$ cat src/rtl/arm_ctrl_sequencer.sv
`default_nettype none
// ============================================================================
//  Module   : arm_ctrl_sequencer
//  Brief    : Multi-cycle microstate sequencer for the ARM datapath. Walks
//             fetch/decode, dispatches to the encoder's execute state, stalls
//             on memory handshakes with a timeout, retires and halts.
//  Revision : 1.0 - initial release
// ============================================================================
module arm_ctrl_sequencer #(
    parameter int STATE_W     = 7,
    parameter int FETCH_STATE = 1,
    parameter int MIN_EXEC    = 4,
    parameter int HALT_STATE  = 126,
    parameter int FAULT_STATE = 127,
    parameter int MOC_TIMEOUT = 15,
    parameter int TO_W        = 4
) (
    input  logic               clk,
    input  logic               reset,
    input  logic [STATE_W-1:0] enc_state,
    input  logic               cond_pass,
    input  logic [1:0]         uc_next,
    input  logic               uc_mem,
    input  logic               moc,
    input  logic               halt_req,
    output logic [STATE_W-1:0] state,
    output logic               mem_busy,
    output logic               halted,
    output logic               fault,
    output logic [15:0]        instr_count
);

    // Microcode next-state select field from the control ROM
    typedef enum logic [1:0] {
        UC_INC      = 2'b00,
        UC_DISPATCH = 2'b01,
        UC_FETCH    = 2'b10,
        UC_HOLD     = 2'b11
    } ucNext_e;

    localparam logic [STATE_W-1:0] c_resetState = '0;
    localparam logic [STATE_W-1:0] c_fetchState = STATE_W'(FETCH_STATE);
    localparam logic [STATE_W-1:0] c_minExec    = STATE_W'(MIN_EXEC);
    localparam logic [STATE_W-1:0] c_haltState  = STATE_W'(HALT_STATE);
    localparam logic [STATE_W-1:0] c_faultState = STATE_W'(FAULT_STATE);
    localparam logic [TO_W-1:0]    c_timeoutLast = TO_W'(MOC_TIMEOUT - 1);

    logic [STATE_W-1:0] w_nextState;
    logic [TO_W-1:0]    w_nextTimeout;
    logic [TO_W-1:0]    r_timeoutCnt;
    logic               w_retire;
    logic               w_stalled;
    logic [STATE_W:0]   w_incState;
    ucNext_e            w_ucSel;

    // moc only matters while the current microstate is waiting on memory
    assign w_stalled  = uc_mem & ~moc;
    assign mem_busy   = w_stalled;
    // One extra bit so the increment past the top code is still visible
    assign w_incState = {1'b0, state} + (STATE_W+1)'(1);
    assign w_ucSel    = ucNext_e'(uc_next);

    // Next-state selection in priority order: reset state, fault, halt,
    // timeout, stall, then the microcode next-state field
    always_comb begin
        w_nextState   = state;
        w_nextTimeout = '0;
        w_retire      = 1'b0;
        if (state == c_resetState) begin
            w_nextState = c_fetchState;
        end else if (state == c_faultState) begin
            w_nextState = c_faultState;
        end else if (state == c_haltState) begin
            w_nextState = halt_req ? c_haltState : c_fetchState;
        end else if (w_stalled) begin
            if (r_timeoutCnt == c_timeoutLast) begin
                w_nextState = c_faultState;
            end else begin
                w_nextTimeout = r_timeoutCnt + 1'b1;
            end
        end else begin
            case (w_ucSel)
                UC_INC: begin
                    if (w_incState >= {1'b0, c_haltState}) begin
                        w_nextState = c_faultState;
                    end else begin
                        w_nextState = w_incState[STATE_W-1:0];
                    end
                end
                UC_DISPATCH: begin
                    if (!cond_pass) begin
                        w_retire = 1'b1;
                    end else if (enc_state < c_minExec || enc_state >= c_haltState) begin
                        w_nextState = c_faultState;
                    end else begin
                        w_nextState = enc_state;
                    end
                end
                UC_FETCH: begin
                    w_retire = 1'b1;
                end
                default: begin
                    w_nextState = state;
                end
            endcase
        end
        // A retiring instruction lands on fetch, or parks in halt if requested
        if (w_retire) begin
            w_nextState = halt_req ? c_haltState : c_fetchState;
        end
    end

    // State, timeout counter, status flags and retire counter registers
    always_ff @(posedge clk or posedge reset) begin
        if (reset) begin
            state        <= c_resetState;
            r_timeoutCnt <= '0;
            halted       <= 1'b0;
            fault        <= 1'b0;
            instr_count  <= '0;
        end else begin
            state        <= w_nextState;
            r_timeoutCnt <= w_nextTimeout;
            halted       <= (w_nextState == c_haltState);
            fault        <= (w_nextState == c_faultState);
            if (w_retire) begin
                instr_count <= instr_count + 16'd1;
            end
        end
    end

endmodule
`default_nettype wire

$ cat config.mk
export PLATFORM = sky130hd
export DESIGN_NAME = arm_ctrl_sequencer
export DESIGN_NICKNAME = d
export VERILOG_FILES = /design/src/rtl/arm_ctrl_sequencer.sv
export SDC_FILE = /design/constraint.sdc
export NUM_CORES = 1
export LEC_CHECK = 0
export BUFFER_PORTS_ARGS = -buffer_cell sky130_fd_sc_hd__buf_2
export CELL_PAD_IN_SITES_DETAIL_PLACEMENT = 1
export CELL_PAD_IN_SITES_GLOBAL_PLACEMENT = 2
export CORE_MARGIN = 3
export CORE_UTILIZATION = 33
export DETAILED_ROUTE_END_ITERATION = 16
export PLACE_DENSITY_LB_ADDON = 0.1
export REMOVE_ABC_BUFFERS = 1
export SLEW_MARGIN = 20
export SYNTH_ARGS = -nofsm -noshare
export SYNTH_HDL_FRONTEND = slang
export SYNTH_SLANG_ARGS = --single-unit
$ cat constraint.sdc
create_clock -name clk -period 2.35 [get_ports clk]
set_input_delay 0.3525 -clock clk [delete_from_list [all_inputs] [get_ports clk]]
set_output_delay 0.3525 -clock clk [all_outputs]
set_load 0.005 [all_outputs]
; ---- Word level (Yosys, flattened, before mapping)
; Cells that the tools add are included.
[word_totals]
regBits = 29
in_bits = 15
out_inout_bits = 26
[classes]
addsub = 3
magnitude_cmp = 3
n_eq_ne = 7
mux = 22
bitwise_logic = 2
reduce_logical = 3
[ops]
columns = op, count
row1 = $mux 7, 10
row2 = $eq 7x7->1 const B, 4
row3 = $mux 4, 5
row4 = $add 16x1->16 const B, 1
row5 = $pmux 7 s2, 1
row6 = $add 7x1->8 const B, 1
row7 = $ge 8x7->1 const B, 1
row8 = $ge 7x7->1 const B, 1
row9 = $logic_not 7->1, 1
row10 = $lt 7x3->1 const B, 1
row11 = $mux 1, 5
row12 = $add 4x1->4 const B, 1
row13 = $eq 4x4->1 const B, 1
row14 = $eq 2x1->1 const B, 1
row15 = $eq 2x2->1 const B, 1
row16 = $logic_not 2->1, 1
row17 = $pmux 1 s2, 1
row18 = $and 1x1->1, 1
row19 = $logic_or 1x1->1, 1
row20 = $not 1->1, 1

; ---- Longest topological paths before layout
[logic_depth]
word_depth = 11
ltp_mapped = 9

; ---- Worst setup path after synthesis
; No wires, ideal clock.
[synth_path]
path_type = reg-to-reg
startpoint = register state[0]
endpoint = register halted
setup_ns = 0.095
t_arrival_ns = 2.111
setup_slack_ns = 0.144
path_stages_with_launch = 9
path_cell_list = dfrtp_1 > ha_1 > buf_2 > nand3_1 > nor2_1 > o211ai_1 > a311o_1 > o21a_1 > nor4b_2
[synth_between]
elab_chain_cells = 10
[synth_rtl]
columns = element, line_no
row1 = start: declaration, 26  ; output logic [STATE_W-1:0] state,
row2 = start signal: assignment, 116  ; state <= c_resetState;
row3 = start signal: assignment, 122  ; state <= w_nextState;
row4 = $add 7x1->8, 60  ; assign w_incState = {1'b0, state} + (STATE_W+1)'(1);
row5 = $ge 8x7->1, 84  ; if (w_incState >= {1'b0, c_haltState}) begin
row6 = $mux 7, 84
row7 = $pmux 7 s2, 82  ; case (w_ucSel)
row8 = $mux 7, 75  ; end else if (w_stalled) begin
row9 = $mux 7, 73  ; end else if (state == c_haltState) begin
row10 = $mux 7, 71  ; end else if (state == c_faultState) begin
row11 = $mux 7, 69  ; if (state == c_resetState) begin
row12 = $mux 7 (*), 108  ; if (w_retire) begin
row13 = $eq 7x7->1 (*), 124  ; halted <= (w_nextState == c_haltState);
row14 = end signal: assignment, 124
row15 = end: declaration, 28  ; output logic halted,
; Mark *: on every way between the ends. The rest lies on a longest branch, timed or not.
; A chain may end at the register's enable or synchronous reset.

; ---- Worst setup path after layout
; Ends and elaborated chain as after synthesis.

==> run summary <==
## Timing
• post-route worst hold slack: 131.4 ps
• RSZ-0062 raised after global routing: true
• Final Max Slew Viols: 0
• fmax: 445.0 MHz
• Final Setup Violations: 0
• final total negative setup slack: 0 ps
• worst slew margin relative to its limit: 59.15%
• final hold violation count: 0
• post-route clock skew: 9.652 ps
• final worst-path cycle share: 95.64%
• minimum clock period: 2247 ps
• slew at the pin closest to its max-slew limit: 608.0 ps

## Place
• total half-perimeter wirelength after legalization and detailed placement: 4.962 mm
• number of port buffers: 40
• final weighted congestion of routability-driven global placement: 0.8723

## Logic synthesis
• cell count after synthesis: 232
• top post-synthesis cells by area: dfrtp_1 35%, ha_1 6.0%, xnor2_1 4.2%
• Ys Warns: 0
• synthesized cell area: 0.002068 mm2
• post-synthesis area per instance: 8.915 um2
• share of the synthesized area in the top cell type: 35.09%
• post-synthesis async set-or-reset flop share: 100.0%
• post-synthesis register bit count: 29
• most frequent cells after synthesis: 29 x dfrtp_1, 21 x nor2_1, 17 x nand2_1
• cell taking the most area after synthesis: dfrtp_1
• Unique masters post-synth: 56
• count of flip-flops with a built-in enable after synthesis: 0
• proportion of synthesized chip area in sequential cells: 35.09%
• most repeated cell in the gate-level netlist after synthesis: dfrtp_1
• leading register cell type out of synthesis: dfrtp_1

## Setup path
• CP bufs+invs: 1
• Reg2Reg Setup Slack: 100 ps
• startpoint kind of the worst setup timing path: flop
• Worst path most repeated cell: a311o_1
• critical path fanouts, max: 9
• CP Data Arrival Time: 2440 ps
• category of the worst setup path capture point: flop
• slowest cell on the critical path: dfrtp_1
• worst setup path class: flop to flop
• worst stage delay on the critical path: 390 ps
• cells traversed along the worst timing path: buf_4 -> and4_4 -> a31oi_1 -> a311o_1 -> a311o_1 -> o21a_1 -> nor4b_2
• cell family with the largest share of critical-path delay: compound AO/OA/AOI/OAI gates
• required time at the endpoint of the critical path: 2550 ps

## Global routing
• vias in the first global route: 2060
• GRT Overall Usage: 18.40%
• antenna violations before repair: 0
• grt ovf: 0
• maximum number of pins on one net before global-route repair: 30
• wire length of the first global-routing pass: 10.70 mm

## Floorplan
• height of the die: 85.17 um
• starting utilization of the core area: 34.52%
• area of the core region: 0.005991 mm2
• number of placed I/O pins: 41
• row cnt: 28
• die span in x: 85.17 um
• Die Area: 0.007253 mm2

## Layout
• post-synthesis to final-layout area growth: 30.19%
• net count reported at finish: 325
• FILL cells: 743
• Antenna diodes: 0
• fin util: 44.95%
• area used by multi-input combinational logic: 0.001314 mm2
• fraction of final layout cells with drive strength greater than 1: 31.56%
• area occupied by registers: 728.2 um2

## Clock tree
• number of buffers created by CTS: 5
• Root Driver: clkbuf_8
• clock latency at the later pin of the worst-skew pair: 280 ps
• number of clock sinks seen by CTS: 29
• clock tree from TritonCTS: yes
• number of buffers on the longest clock path: 2
• H-tree Lvls: 2
• post-CTS setup buffers: 0
• clk slew on worst S/H paths: 70 ps
• CTS hold repair buffers: 0

## Route
• drt wl/cell: 17.13 um
• antenna violation net count after detailed routing: 0
• Iteration-0 DRC Markers: 61
• Via density: 5.503
• drt pass-1 iters: 4
• DR DRC count: 0
• total routed wirelength: 6.442 mm
• count of vias placed by the detailed router: 2069

## Flow run
• Maximum Capacitance Violations: 0

## Pwr
• Max rail drop VDD: 0.3809 mV
• Power Density: 784.4 mW/mm2
• P_leak: 1.277 nW

## Run status
• run status: complete, no violations

## Min path
• worst hold path type: input port to async pin

-- worst min-delay path, stage by stage --
cell and delay [ps]:
buf_2 100, inv_1 40, buf_4 340
-- registers in the layout (all words and copies together), names as in the netlist --
signal        flops
fault             1
state             7
halted            1
instr_count      16
r_timeoutCnt      4
-- path summary, 6_finish.rpt --
| path | start | end | cells after the start |
|---|---|---|---|
| setup / recovery | state[0] | halted | 7 |
| hold reg to reg | instr_count[15] | instr_count[15] | 1 |
| hold / removal | reset | state[6] | 3 |
| min in group clk | halt_req | state[3] | 3 |
| max in group asynchronous | reset | state[2] | 3 |
| setup reg to reg | state[0] | halted | 7 |
-- layer usage --
metal  track usage (%)  part of all wire, %  vias up
met4             6.475                  2.1        0
met1             24.49                   46     1020
met5                 0                    0        -
met2             30.30                   49       41
li1                  -                    -      992
met3             2.816                  3.4       16
-- layout make-up --
cell class	instances	area share [%]
clock inverter	2	0.3717
timing repair buffer	70	15.80
multi-input combinational	181	48.79
clock buffer	6	2.695
inverter	13	1.812
tap	75	3.485
sequential	29	27.04
-- report_power, final --
part / total, mW / internal (mW) / switching (mW)
sequential: 0.746 / 0.592 / 0.154
combinational: 0.969 / 0.472 / 0.496
clock: 0.397 / 0.205 / 0.192
-- repair_timing --
item / in CTS / in global routing
pin swaps: 0 / 1
gates resized for setup: 2 / 13
endpoints found under the setup margin: 3 / 10
-- cells in the final DEF (no fill, tap or decap), types with 2 or more instances in the layout --
| cell | synthesis | routed |
|---|---|---|
| clkinv_2 | 0 | 2 |
| and2_1 | 4 | 4 |
| nand3b_1 | 3 | 3 |
| inv_1 | 13 | 13 |
| xnor2_1 | 10 | 10 |
| nand2_1 | 17 | 17 |
| o31ai_1 | 4 | 3 |
| a31oi_1 | 2 | 2 |
| nor2b_1 | 2 | 2 |
| nor3_1 | 8 | 8 |
| nor4_2 | 0 | 2 |
| a311o_1 | 3 | 3 |
| nor4_1 | 8 | 6 |
| and3_1 | 3 | 3 |
| dfrtp_2 | 0 | 2 |
| o21ai_0 | 8 | 7 |
| a221o_1 | 3 | 3 |
| or4_1 | 2 | 2 |
| dfrtp_1 | 29 | 27 |
| o21a_1 | 4 | 4 |
| xor2_1 | 9 | 9 |
| a21oi_1 | 9 | 9 |
| nand2b_1 | 4 | 4 |
| or3_1 | 2 | 2 |
| buf_4 | 1 | 30 |
| nor2_1 | 21 | 21 |
| clkbuf_8 | 0 | 5 |
| ha_1 | 10 | 9 |
| o211ai_1 | 3 | 3 |
| and4_1 | 2 | 2 |
| buf_2 | 4 | 40 |
| nand4_1 | 3 | 3 |
| o21ai_1 | 1 | 2 |
| nand3_1 | 9 | 8 |
-- per-stage QoR --
step	setup slack, ps	cell area [um2]	power (mW)	instances
floorplan	113.5	2018	1.193	223
global placement	-59.66	2537	1.662	368
detailed placement	-59.59	2537	1.668	368
CTS	6.259	2633	2.086	376
global route	-24.07	2693	2.281	376
finish	102.6	2693	2.112	376
-- cell families (layout without fill, tap and decap cells) --
group / Yosys count / in the layout / synth area share (%)
xor gates and xnor gates: 19 / 19 / 8.046
AOI/OAI and AO/OA: 55 / 55 / 19.78
buffers and inverters: 22 / 91 / 4.779
muxes: 1 / 1 / 0.5444
adders and majority gates: 10 / 10 / 6.050
and+or+nand+nor: 96 / 96 / 25.71
DFF: 29 / 29 / 35.09
(Power assumes the default switching activity.)
